--- src/rtl/xor_cipher_seq_ctrl_pkg.sv ---
// Shared types and sizing for the XOR cipher sequencing controller.
// State encodings are fixed because state_o exposes them for debug.
package cipher_ctrl_pkg;

    typedef enum logic [2:0] {
        IDLE      = 3'd0,
        LOAD_KEY  = 3'd1,
        LOAD_MSG  = 3'd2,
        ENCRYPT   = 3'd3,
        SHIFT_OUT = 3'd4,
        DEBUG_OUT = 3'd5
    } state_t;

    localparam int unsigned MSG_SIZE_DEF   = 64;
    localparam int unsigned KEY_SIZE_DEF   = 8;
    localparam int unsigned DEBUG_SIZE_DEF = 24;

    function automatic int unsigned cnt_width(input int unsigned size);
        return $clog2(size + 1);
    endfunction

    localparam int unsigned MSG_CNT_W   = cnt_width(MSG_SIZE_DEF);
    localparam int unsigned KEY_CNT_W   = cnt_width(KEY_SIZE_DEF);
    localparam int unsigned DEBUG_CNT_W = cnt_width(DEBUG_SIZE_DEF);

endpackage

--- src/rtl/xor_cipher_seq_ctrl_sat_bit_counter.sv ---
// Saturating bit counter: clear has priority, and a clear together with
// increment loads 1 so a phase can count its first bit on entry.
module sat_bit_counter
    import cipher_ctrl_pkg::*;
#(
    parameter int unsigned WIDTH = KEY_CNT_W,
    parameter int unsigned LIMIT = KEY_SIZE_DEF
) (
    input  logic             clk,
    input  logic             rst_n,
    input  logic             clr,
    input  logic             inc,
    output logic [WIDTH-1:0] cnt,
    output logic             at_limit
);

    assign at_limit = (cnt == WIDTH'(LIMIT));

    always_ff @(posedge clk or negedge rst_n) begin
        if (!rst_n) begin
            cnt <= '0;
        end else if (clr) begin
            cnt <= inc ? WIDTH'(1) : '0;
        end else if (inc && !at_limit) begin
            cnt <= cnt + WIDTH'(1);
        end
    end

endmodule

--- src/rtl/xor_cipher_seq_ctrl.sv ---
// Phase sequencer for the serial XOR cipher: key load, message load, encrypt,
// ciphertext readout and optional debug readout (enabled by CTRL_DEBUG_EN).
module xor_cipher_seq_ctrl
    import cipher_ctrl_pkg::*;
#(
    parameter int unsigned MSG_SIZE   = MSG_SIZE_DEF,
    parameter int unsigned KEY_SIZE   = KEY_SIZE_DEF,
    parameter int unsigned DEBUG_SIZE = DEBUG_SIZE_DEF
) (
    input  logic       clk,
    input  logic       rst_n,
    input  logic       ena,
    input  logic       key_load_i,
    input  logic       msg_load_i,
    input  logic       enc_done_i,
    output logic       key_shift_o,
    output logic       msg_shift_o,
    output logic       enc_start_o,
    output logic       out_shift_o,
    output logic       dbg_shift_o,
    output logic       out_valid_o,
    output logic       key_ready_o,
    output logic [2:0] state_o
);

    localparam int unsigned KW = cnt_width(KEY_SIZE);
    localparam int unsigned MW = cnt_width(MSG_SIZE);

    state_t        state;
    logic          enc_first;
    logic          key_block;
    logic          idle, key_start, msg_start, msg_abort;
    logic [KW-1:0] key_cnt;
    logic [MW-1:0] msg_cnt, out_cnt;
    logic          key_at_limit, msg_at_limit, out_at_limit;

    always_comb begin
        idle        = (state == IDLE);
        key_start   = ena && idle && key_load_i && !key_block;
        msg_start   = ena && idle && !key_load_i && msg_load_i && key_at_limit;
        msg_abort   = (state == LOAD_MSG) && (key_load_i || !msg_load_i);
        key_shift_o = key_start ||
                      (ena && state == LOAD_KEY && key_load_i && !key_at_limit);
        msg_shift_o = msg_start ||
                      (ena && state == LOAD_MSG && !msg_abort && !msg_at_limit);
        enc_start_o = ena && state == ENCRYPT && enc_first;
        out_shift_o = ena && state == SHIFT_OUT && !out_at_limit;
    end

    // A completed key stays ready until the next key load actually starts.
    assign key_ready_o = key_at_limit;
    assign state_o     = state;

    sat_bit_counter #(.WIDTH(KW), .LIMIT(KEY_SIZE)) u_key_cnt (
        .clk(clk), .rst_n(rst_n), .clr(key_start), .inc(key_shift_o),
        .cnt(key_cnt), .at_limit(key_at_limit)
    );

    sat_bit_counter #(.WIDTH(MW), .LIMIT(MSG_SIZE)) u_msg_cnt (
        .clk(clk), .rst_n(rst_n), .clr(ena && (idle || msg_abort)), .inc(msg_shift_o),
        .cnt(msg_cnt), .at_limit(msg_at_limit)
    );

    sat_bit_counter #(.WIDTH(MW), .LIMIT(MSG_SIZE)) u_out_cnt (
        .clk(clk), .rst_n(rst_n), .clr(ena && idle), .inc(out_shift_o),
        .cnt(out_cnt), .at_limit(out_at_limit)
    );

`ifdef CTRL_DEBUG_EN
    localparam int unsigned DW = cnt_width(DEBUG_SIZE);
    logic [DW-1:0] dbg_cnt;
    logic          dbg_at_limit;

    assign dbg_shift_o = ena && state == DEBUG_OUT && !dbg_at_limit;

    sat_bit_counter #(.WIDTH(DW), .LIMIT(DEBUG_SIZE)) u_dbg_cnt (
        .clk(clk), .rst_n(rst_n), .clr(ena && idle), .inc(dbg_shift_o),
        .cnt(dbg_cnt), .at_limit(dbg_at_limit)
    );
`else
    assign dbg_shift_o = 1'b0;
`endif

    always_ff @(posedge clk or negedge rst_n) begin
        if (!rst_n) begin
            state       <= IDLE;
            out_valid_o <= 1'b0;
            enc_first   <= 1'b0;
            key_block   <= 1'b0;
        end else if (ena) begin
            enc_first <= 1'b0;
            // Holding the key flag past a full key must not restart a load.
            if (!key_load_i) key_block <= 1'b0;
            case (state)
                IDLE: begin
                    if (key_start)      state <= LOAD_KEY;
                    else if (msg_start) state <= LOAD_MSG;
                end
                LOAD_KEY: begin
                    if (!key_load_i) begin
                        state <= IDLE;
                    end else if (key_cnt == KW'(KEY_SIZE - 1)) begin
                        state     <= IDLE;
                        key_block <= 1'b1;
                    end
                end
                LOAD_MSG: begin
                    if (msg_abort) begin
                        state <= IDLE;
                    end else if (msg_cnt == MW'(MSG_SIZE - 1)) begin
                        state     <= ENCRYPT;
                        enc_first <= 1'b1;
                    end
                end
                ENCRYPT: begin
                    if (enc_done_i) begin
                        state       <= SHIFT_OUT;
                        out_valid_o <= 1'b1;
                    end
                end
                SHIFT_OUT: begin
                    if (out_cnt == MW'(MSG_SIZE - 1)) begin
                        out_valid_o <= 1'b0;
`ifdef CTRL_DEBUG_EN
                        state <= DEBUG_OUT;
`else
                        state <= IDLE;
`endif
                    end
                end
`ifdef CTRL_DEBUG_EN
                DEBUG_OUT: begin
                    if (dbg_cnt == DW'(DEBUG_SIZE - 1)) state <= IDLE;
                end
`endif
                default: state <= IDLE;
            endcase
        end
    end

endmodule

--- config.mk ---
export PLATFORM = sky130hd
export DESIGN_NAME = xor_cipher_seq_ctrl
export DESIGN_NICKNAME = d
export VERILOG_FILES = /design/src/rtl/xor_cipher_seq_ctrl_pkg.sv /design/src/rtl/xor_cipher_seq_ctrl_sat_bit_counter.sv /design/src/rtl/xor_cipher_seq_ctrl.sv
export SDC_FILE = /design/constraint.sdc
export NUM_CORES = 1
export LEC_CHECK = 0
export BUFFER_PORTS_ARGS = -buffer_cell sky130_fd_sc_hd__buf_2
export CORE_MARGIN = 8
export CORE_UTILIZATION = 35
export CTS_CLUSTER_DIAMETER = 80
export DETAILED_ROUTE_END_ITERATION = 16
export GPL_ROUTABILITY_DRIVEN = 0
export PLACE_DENSITY = 0.62
export SKIP_CTS_REPAIR_TIMING = 1
export SYNTH_ARGS = -nofsm -noshare
export SYNTH_HDL_FRONTEND = slang
export SYNTH_SLANG_ARGS = --single-unit
--- constraint.sdc ---
create_clock -name clk -period 2 [get_ports clk]
set_clock_uncertainty 0.05 [all_clocks]
set_input_delay 0.2 -clock clk [delete_from_list [all_inputs] [get_ports clk]]
set_output_delay 0.2 -clock clk [all_outputs]
set_load 0.01 [all_outputs]
---- Word level (Yosys, flattened, before mapping) ----
Cells that the tools add are included.
cells by class
  equal/unequal tests ..................... 15
  add/subtract/negate cells ............... 3
  muxes and demuxes ....................... 28
  reductions and logical operators ........ 39
operators by type and width
  kind                                                                     count
  7-bit 2-to-1 mux                                                         4
  3-bit 2-to-1 mux                                                         8
  1-bit logical AND                                                        21
  3-bit one-hot mux with 5 select lines                                    1
  7-bit by 1-bit adder with 7-bit output, second input constant            2
  7-bit by 6-bit == test with 1-bit output, second input constant          2
  7-bit == test, second input constant                                     2
  1-bit 2-to-1 mux                                                         12
  4-bit 2-to-1 mux                                                         2
  2-bit nonzero test                                                       4
  1-bit logical NOT                                                        7
  3-bit by 2-bit == test with 1-bit output, second input constant          2
  3-bit by 2-bit inequality test with 1-bit output, second input constant  2
  6-bit AND reduction                                                      1
  4-bit by 1-bit adder with 4-bit output, second input constant            1
  4-bit by 3-bit == test with 1-bit output, second input constant          1
  4-bit == test, second input constant                                     1
  1-bit logical OR                                                         4
  4-bit AND reduction                                                      1
  3-bit by 1-bit == test with 1-bit output, second input constant          1
  3-bit == test, second input constant                                     1
  3-bit logical NOT                                                        1
  3-bit by 1-bit inequality test with 1-bit output, second input constant  1
  2-bit by 1-bit inequality test with 1-bit output, second input constant  1
  2 further kinds                                                          2
word-level totals
  logic and storage cells ................. 92
  output and inout bits ................... 10
  register bits after elaboration ......... 24

---- Longest topological paths before layout ----
Gate-level depths: netlist of run 1.
  depth after elaboration ................. 10
  mapped depth ............................ 8

---- Modules after synthesis ----
A second synthesis of run 1 with hierarchy kept.
unflattened totals
  cell total of the unflattened synthesis .. 177
  area, all modules ....................... 1641.6 um^2
by module, submodules not included
  module                           times used  cells an instance  seq. area each (um^2)  area an instance (um^2)
  sat_bit_counter (u_msg_cnt ...)  2           47                 175.2                  454.2
  xor_cipher_seq_ctrl              1           60                 150.1                  491.7
  sat_bit_counter (u_key_cnt)      1           23                 100.1                  241.5

---- Least setup slack after synthesis of run 1 ----
Ideal clock, no wire load.
  kind .................................... reg-to-reg
  start point ............................. register u_out_cnt.cnt[0]
  end point ............................... register u_out_cnt.cnt[6]
  path slack .............................. 0.245 ns
  cell stages (with the launch flop) ...... 8
  data arrival time ....................... 1.569 ns
  required time ........................... 1.813 ns
  path through ............................ dfrtp_1 inv_1 ha_1 and4bb_1 a211oi_4 nand4_1 xor2_1 nor2_1
on the way
  word-level cells in the longest chain between the ends .. 5
ends and longest elaborated chain
  what                          line                                       RTL
  from (decl)                   xor_cipher_seq_ctrl_sat_bit_counter.sv:13  output logic [WIDTH-1:0] cnt,
  from (signal assigned)        xor_cipher_seq_ctrl_sat_bit_counter.sv:23  cnt <= inc ? WIDTH'(1) : '0;
  from (signal assigned)        xor_cipher_seq_ctrl_sat_bit_counter.sv:25  cnt <= cnt + WIDTH'(1);
  7-bit == test                 xor_cipher_seq_ctrl_sat_bit_counter.sv:17  assign at_limit = (cnt == WIDTH'(LIMIT));
  1-bit logical NOT             xor_cipher_seq_ctrl.sv:47                  out_shift_o = ena && state == SHIFT_OUT && !out_at_limit;
  1-bit logical AND             xor_cipher_seq_ctrl.sv:47
  via out_shift_o               xor_cipher_seq_ctrl.sv:19                  output logic out_shift_o,
  1-bit logical AND             xor_cipher_seq_ctrl_sat_bit_counter.sv:24  end else if (inc && !at_limit) begin
  2-bit nonzero test (no line)  --
The timed path passes the listed nets, and every way through them passes these cells. The select of a mux whose other input is x is not followed.
A chain may end at the register's enable or synchronous reset.

---- Worst setup path after layout of run 1 ----
  start point ............................. register u_key_cnt.cnt[0]
  end point ............................... output msg_shift_o
on the way
  word-level cells in the longest chain between the ends .. 3
ends and longest elaborated chain
  what                    line                                       RTL
  from (decl)             xor_cipher_seq_ctrl_sat_bit_counter.sv:13
  from (signal assigned)  xor_cipher_seq_ctrl_sat_bit_counter.sv:23
  from (signal assigned)  xor_cipher_seq_ctrl_sat_bit_counter.sv:25
  4-bit == test           xor_cipher_seq_ctrl_sat_bit_counter.sv:17
  1-bit logical AND       xor_cipher_seq_ctrl.sv:40                  msg_start = ena && idle && !key_load_i && msg_load_i && key_at_limit;
  1-bit logical OR        xor_cipher_seq_ctrl.sv:44                  msg_shift_o = msg_start ||
  to (decl)               xor_cipher_seq_ctrl.sv:17                  output logic msg_shift_o,
Every way passes these cells.

==> summary.txt, run 1 <==
Outcome
  • Outcome: finished, final reports clean

Final layout
  • Fraction of layout cells with a size suffix above 1: 0.187
  • Fillers: 385
  • Antenna Cells: 0
  • Commonest non-fill, non-tap cell in the layout: dfrtp_1
  • Most frequent cells in the layout: dfrtp_1, nor2_1, buf_2, inv_1, a21oi_1
  • Fin nets: 196
  • Area Growth Syn to Fin: 15.7%
  • Storage cell area: 602 sq um
  • Multi-input logic area: 801 sq um
  • Final std cells w/o fill: 232
  • Post-layout util: 0.419
  • Finished Cell Area: 0.00168 sq mm

Hold path
  • Hold Path Stages: 3
  • Worst min path class: in -> reg
  • Worst Hold Path EP: key_block
  • Worst Hold Launch: key_load_i

Synth
  • Count of different cell masters after synthesis: 38
  • Syn Nets: 175
  • Sequential area share after synthesis: 0.415
  • Syn avg cell area: 8.89 sq um
  • Mapped cell area: 0.00145 sq mm
  • YS warnings: 0
  • Yosys reg bits: 24
  • Synthesized instance count: 163

Floorplan
  • Core ar.: 0.00400 sq mm
  • Effective utilization at floorplan: 0.362
  • IO Pins: 16
  • Die area: 0.00645 sq mm
  • Die Y: 80.3 um
  • Std cell rows: 23
  • Die X: 80.3 um

Timing
  • Final hold vios: 0
  • Final setup viols: 0
  • Final Cycle Share: 0.959
  • F_max: 521 MHz
  • Setup TNS Final: 0 ns
  • Max-slew violations: 0
  • Slew HR: 0.639
  • Period minus WS final: 1.92 ns
  • RSZ-0062 raised after global routing: yes
  • Worst-Margin Slew: 0.542 ns

Clocking
  • Clk buf depth: 2
  • Root Buffer: clkbuf_8
  • CTS sink cnt: 24
  • CTS HTree Levels: 1
  • TritonCTS Buffers: 3
  • Worst-path clk slew: 0.08 ns
  • CTS tree: built
  • Clock insertion delay at the later pin of the skew report: 0.26 ns

GRT
  • Met2 Usage GRT: 0.148
  • Tot GR Track Use: 0.0996
  • Grt met1 use: 0.140
  • Number of global-route vias before repair: 1,104
  • First-pass GRT wire length: 5180 um
  • Antenna violations before repair: 0
  • Global route overflow: 0
  • Grt peak-use layer: met2
  • Global Route met3 Usage: 0.0234
  • Pin count of the biggest net entering global routing: 25

Place
  • Port Buf Inserts: 14
  • DP HPWL: 2230 um
  • DP Cell Count: 226
  • Placed inst area: 0.00159 sq mm

Critical path
  • Delay-heaviest family, CP: flip-flops
  • Setup crit end kind: primary output
  • FF-to-FF path depth: 8
  • R2R setup slack: 0.18 ns
  • Slowest CP cell: dfrtp_1
  • Critical path fanouts, max: 9
  • FF-to-FF End: u_out_cnt.cnt[6]
  • Buffers & Inverters on Critical Path: 2
  • Worst Setup Start Kind: flop
  • CP required: 1.75 ns
  • Worst r2r src: u_out_cnt.cnt[0]
  • Crit Path Category: reg -> out
  • CP arrival: 1.67 ns
  • Worst path max stage delay: 0.37 ns
  • Cells along the critical path: inv_1, ha_1, and3b_2, o211ai_4, a21oi_2, buf_2

Power and ir drop
  • P per Cell Area: 971 mW/mm^2
  • Leakage power: 0.000767 uW
  • Peak VDD IR: 459 uV

Detailed routing
  • Antenna-violating nets left: 0
  • Via count: 1,143
  • Average wire per standard cell: 13.3 um
  • Post-DR vias/cell: 4.93
  • WL final: 3080 um
  • Pre-antenna DRT Iters: 4
  • DRC: 0
  • DR iter-0 viols: 76

Flow run
  • Max-Cap Viols: 0
power by group:
part | internal (uW) | total [uW] | switching (uW)
Combinational | 277 | 599 | 322
Sequential | 586 | 752 | 166
Clock | 134 | 278 | 143
Total | 997 | 1630 | 631
cell families (layout without fill, tap and decap cells):
group | after synthesis | in the layout | synth area share
compound gates | 29 | 29 | 0.124
buf+inv | 17 | 36 | 0.0492
xor+xnor | 11 | 11 | 0.0665
fa+ha+maj | 6 | 6 | 0.0518
simple gates | 74 | 74 | 0.284
flops | 24 | 24 | 0.415
other cells | 1 | 1 | 0.00259
mux | 1 | 1 | 0.00691
worst register-to-register path: stages (launching register included):
cell      delay [ns]
dfrtp_1         0.40
inv_1           0.06
ha_1            0.18
and4bb_1        0.21
a211oi_4        0.32
buf_4           0.18
nand4_1         0.10
xor2_1          0.16
nor2_1          0.09
Yosys cell counts (all sizes together):
| cell | number | area (sq um) |
|---|---|---|
| o32a | 1 | 10.0 |
| a211oi | 1 | 20.0 |
| o31ai | 1 | 7.51 |
| nand3b | 1 | 7.51 |
| conb | 1 | 3.75 |
| clkbuf | 1 | 3.75 |
| nand4 | 5 | 31.3 |
| nand2b | 4 | 25.0 |
| o211ai | 1 | 12.5 |
| dfrtp | 24 | 601 |
| nor2 | 18 | 67.6 |
| nor2b | 3 | 18.8 |
| xnor2 | 6 | 52.6 |
| nor3b | 4 | 35.0 |
| buf | 4 | 22.5 |
| nand4bb | 1 | 11.3 |
| a211o | 1 | 8.76 |
| and2 | 1 | 6.26 |
| mux2i | 1 | 10.0 |
| a31oi | 1 | 6.26 |
| inv | 12 | 45.0 |
| or2 | 1 | 6.26 |
| xor2 | 5 | 43.8 |
| and4 | 1 | 11.3 |
| o21ai | 10 | 50.1 |
| or3 | 6 | 37.5 |
| nand2 | 11 | 41.3 |
| and3 | 2 | 12.5 |
| nand3 | 8 | 40.0 |
| and4bb | 1 | 12.5 |
| a21oi | 13 | 65.1 |
| nor3 | 5 | 30.0 |
| and3b | 2 | 17.5 |
| ha | 6 | 75.1 |
registers in the layout, indices dropped and copies added (netlist names):
name / flops
u_out_cnt.cnt: 7
out_valid_o: 1
enc_first: 1
key_block: 1
u_msg_cnt.cnt: 7
u_key_cnt.cnt: 4
state_o: 3
worst max path at each step:
stage               depth (start not counted)              from                to  slack, ns
floorplan                                   7  u_out_cnt.cnt[0]  u_out_cnt.cnt[6]       0.24
global placement                            7  u_out_cnt.cnt[0]  u_out_cnt.cnt[6]       0.20
detailed placement                          7  u_out_cnt.cnt[0]  u_out_cnt.cnt[6]       0.18
CTS                                         6  u_key_cnt.cnt[0]       msg_shift_o      -0.04
global route                                6  u_key_cnt.cnt[0]       msg_shift_o      -0.04
finish                                      6  u_key_cnt.cnt[0]       msg_shift_o       0.08
stage by stage:
step	hold slack, ns	total power [uW]	setup slack [ns]
floorplan	-0.146	1140	0.245
global placement	0.176	1320	0.196
detailed placement	0.167	1330	0.178
CTS	-0.119	1610	-0.0356
global route	0.206	1770	-0.0395
finish	0.181	1630	0.0816
metal layers:
layer	wire length (um)	part of all wire
met1	1550	0.50
met4	19	0.0062
met2	1380	0.45
met5	0	0
met3	134	0.044
cell type report:
cell class                 count  share of cell area
clock buffer                   3              0.0246
inverter                      12              0.0269
multi-input combinational    122               0.478
sequential                    24               0.359
tap                           50              0.0373
timing repair buffer          21              0.0746
Note: power is estimated with default switching activity, not from simulation.
==> inputs of run 2 (changes only) <==
--- a/config.mk
+++ b/config.mk
@@ -6,12 +6,14 @@
 export NUM_CORES = 1
 export LEC_CHECK = 0
 export BUFFER_PORTS_ARGS = -buffer_cell sky130_fd_sc_hd__buf_2
+export CELL_PAD_IN_SITES_DETAIL_PLACEMENT = 0
+export CELL_PAD_IN_SITES_GLOBAL_PLACEMENT = 1
 export CORE_MARGIN = 8
 export CORE_UTILIZATION = 35
 export CTS_CLUSTER_DIAMETER = 80
 export DETAILED_ROUTE_END_ITERATION = 16
 export GPL_ROUTABILITY_DRIVEN = 0
-export PLACE_DENSITY = 0.62
+export PLACE_DENSITY = 0.75
 export SKIP_CTS_REPAIR_TIMING = 1
 export SYNTH_ARGS = -nofsm -noshare
 export SYNTH_HDL_FRONTEND = slang
==> constraint.sdc (replaced) <==
create_clock -name clk -period 2 [get_ports clk]
set_clock_uncertainty 0.05 [all_clocks]
set_input_delay 0 -clock clk [delete_from_list [all_inputs] [get_ports clk]]
set_output_delay 0 -clock clk [all_outputs]
set_load 0.01 [all_outputs]
==> run 2 against run 1 <==
  * Sequential power is 3.6% lower
  * Setup slack gained 0.071 ns
  * Sequential cell count stayed put
  * Fmax increased by 3.9%
  * Non-clock buffer count unchanged
  * Clock power rose by 53%
  * Total power is 7.9% higher
  * Critical path depth rose by 1
  * Register-to-register slack got worse by 0.03 ns
  * Combinational power is 1% higher
  * Hold slack got worse by 0.035 ns
  * Clock-buffer cell count did not move
  * Critical path type is now reg -> reg
  * Critical endpoint is now u_out_cnt.cnt[6]
==> summary.txt, run 2 (synthesis gave the netlist of run 1 again) <==
Outcome
  • Outcome: finished, final reports clean

Power and ir drop
  • Leakage power: 0.000775 uW (+1.0%)
  • Comb power frac: 0.345 (-0.023)
  • Power Internal: 1130 uW (+13%)
  • Clk pwr share: 0.242 (+0.072)
  • P per Cell Area: 1040 mW/mm^2 (+7.0%)
  • Peak VDD IR: 552 uV (+20%)
  • Overall power: 1760 uW (+7.9%)
  • Net switching power: 625 uW (-0.92%)
  • Sw frac: 0.356 (-0.0316)
  • Flop pwr share: 0.413 (-0.049)

Final layout
  • Finished Cell Area: 0.00169 sq mm (+0.82%)
  • Most frequent cells in the layout: dfrtp_1, nor2_1, buf_2, inv_1, a21oi_1
  • Fin nets: 196 (unchanged)
  • Antenna Cells: 0 (unchanged)
  • Fraction of layout cells with a size suffix above 1: 0.153 (-0.0338)
  • Area Growth Syn to Fin: 16.7%
  • Final std cells w/o fill: 233 (+0.43%)
  • Largest regs: u_msg_cnt.cnt: 7 flops, u_out_cnt.cnt: 7 flops, u_key_cnt.cnt: 4 flops
  • Commonest non-fill, non-tap cell in the layout: dfrtp_1

Clocking
  • TritonCTS Buffers: 3 (unchanged)
  • CTS tree: built
  • CTS HTree Levels: 1 (unchanged)
  • Root Buffer: clkbuf_8
  • Clock insertion delay at the later pin of the skew report: 0.27 ns (about the same)
  • CTS sink cnt: 24 (unchanged)
  • Worst-path clk slew: 0.09 ns (about the same)
  • Clk buf depth: 2 (unchanged)

Floorplan
  • Std cell rows: 23 (unchanged)
  • Die area: 0.00645 sq mm (unchanged)
  • Die X: 80.3 um (unchanged)
  • Die Y: 80.3 um (unchanged)
  • IO Pins: 16 (unchanged)
  • Effective utilization at floorplan: 0.362 (unchanged)
  • Core ar.: 0.00400 sq mm (unchanged)

GRT
  • Number of global-route vias before repair: 1,191 (+7.9%)
  • Global route overflow: 0 (unchanged)
  • Pin count of the biggest net entering global routing: 25 (unchanged)
  • Tot GR Track Use: 0.107 (+0.00700)
  • Antenna violations before repair: 0 (unchanged)
  • First-pass GRT wire length: 5490 um (+5.9%)

Flow run
  • Max-Cap Viols: 0 (unchanged)

Critical path
  • Slowest CP cell: a211oi_4
  • Setup crit end kind: flop
  • Worst Setup Start Kind: flop
  • CP arrival: 1.99 ns (+0.32 ns)
  • CP required: 2.14 ns (+0.39 ns)
  • Crit Path Category: reg -> reg
  • Cells along the critical path: inv_1, ha_1, and4bb_1, a211oi_4, nand4_1, xor2_1, nor2_1
  • Worst path max stage delay: 0.43 ns (+0.06 ns)
  • FF-to-FF path depth: 7 (-1)
  • Critical path fanouts, max: 9 (unchanged)

Place
  • DP HPWL: 2380 um (+6.7%)
  • Placed inst area: 0.00159 sq mm (unchanged)
  • Port Buf Inserts: 14 (unchanged)
  • DP Cell Count: 226 (unchanged)

Detailed routing
  • DRC: 0 (unchanged)
  • Average wire per standard cell: 13.4 um (+1.2%)
  • DR iter-0 viols: 106 (+39%)
  • Post-DR vias/cell: 5.17 (+4.9%)
  • Antenna-violating nets left: 0 (unchanged)
  • WL final: 3130 um (+1.6%)
  • Via count: 1,204 (+5.3%)
  • Pre-antenna DRT Iters: 4 (unchanged)

Timing
  • Final Cycle Share: 0.924 (-0.0356)
  • Final hold vios: 0 (unchanged)
  • RSZ-0062 raised after global routing: no
  • F_max: 541 MHz (+3.9%)
  • Slew HR: 0.634 (-0.00441)
  • Final setup viols: 0 (unchanged)
  • Setup TNS Final: 0 ns (unchanged)
  • Period minus WS final: 1.85 ns (-0.0713 ns)
  • Max-slew violations: 0 (unchanged)
  • Worst-Margin Slew: 0.549 ns (+0.00662 ns)

Hold path
  • Hold Path Stages: 4 (+1)
  • Worst min path class: in -> reg
[run 2: cell count changes in the layout (fill, tap and decap cells not counted), sizes merged]
| cell | change |
|---|---|
| buf | -2 |
| dlygate4sd3 | +2 |
| bufinv | +1 |
[run 2: power by group through the flow]
stage	registers (uW)	logic, uW	clock network, uW
final	725	607	425
after global routing	750	687	461
after CTS	722	610	436
after detailed placement	729	608	0
after global placement	726	594	0
after floorplan	696	440	0
[run 2: cell type report]
| type | instances | area [sq um] |
|---|---|---|
| Clock buffer | 3 | 41.3 |
| Inverter | 12 | 45.0 |
| Fill cell | 413 | 2310 |
| Multi-Input combinational cell | 122 | 781 |
| Sequential cell | 24 | 601 |
| Tap cell | 50 | 62.6 |
| Timing Repair Buffer | 21 | 130 |
| Clock inverter | 1 | 30.0 |
[run 2: worst paths after layout]
path,start,to,slack [ns]
max,u_out_cnt.cnt[0],u_out_cnt.cnt[6],0.15
min,msg_load_i,u_msg_cnt.cnt[6],0.15
max reg2reg,u_out_cnt.cnt[0],u_out_cnt.cnt[6],0.15
min reg2reg,enc_first,enc_first,0.48
max in group asynchronous,rst_n,u_msg_cnt.cnt[3],1.33
min in group asynchronous,rst_n,u_out_cnt.cnt[5],0.20
[run 2: metal layers]
layer / track usage / share of wire / routed length, um / vias up
met4: 0.0291 / 0.0086 / 27 / 0
met3: 0.0346 / 0.051 / 161 / 4
li1: - / - / - / 596
met5: 0 / 0 / 0 / -
met2: 0.171 / 0.45 / 1420 / 17
met1: 0.133 / 0.49 / 1520 / 587
[run 2: worst max-delay path, delay by kind of cell, from the launching register on]
kind | cells | cell delay (ns)
xor+xnor | 1 | 0.16
simple gates | 3 | 0.48
fa+ha+maj | 1 | 0.18
buf+inv | 1 | 0.06
compound gates | 1 | 0.43
flops | 1 | 0.41
[run 2: through the flow]
step / worst slack [ns] / util / hold slack [ns]
after floorplan: 0.245 / - / -0.346
after CTS: 0.0598 / 0.414 / -0.322
after detailed placement: 0.156 / 0.396 / -0.0334
final: 0.153 / 0.423 / 0.146
after global placement: 0.262 / 0.396 / -0.0306
after global routing: 0.00307 / 0.423 / 0.161
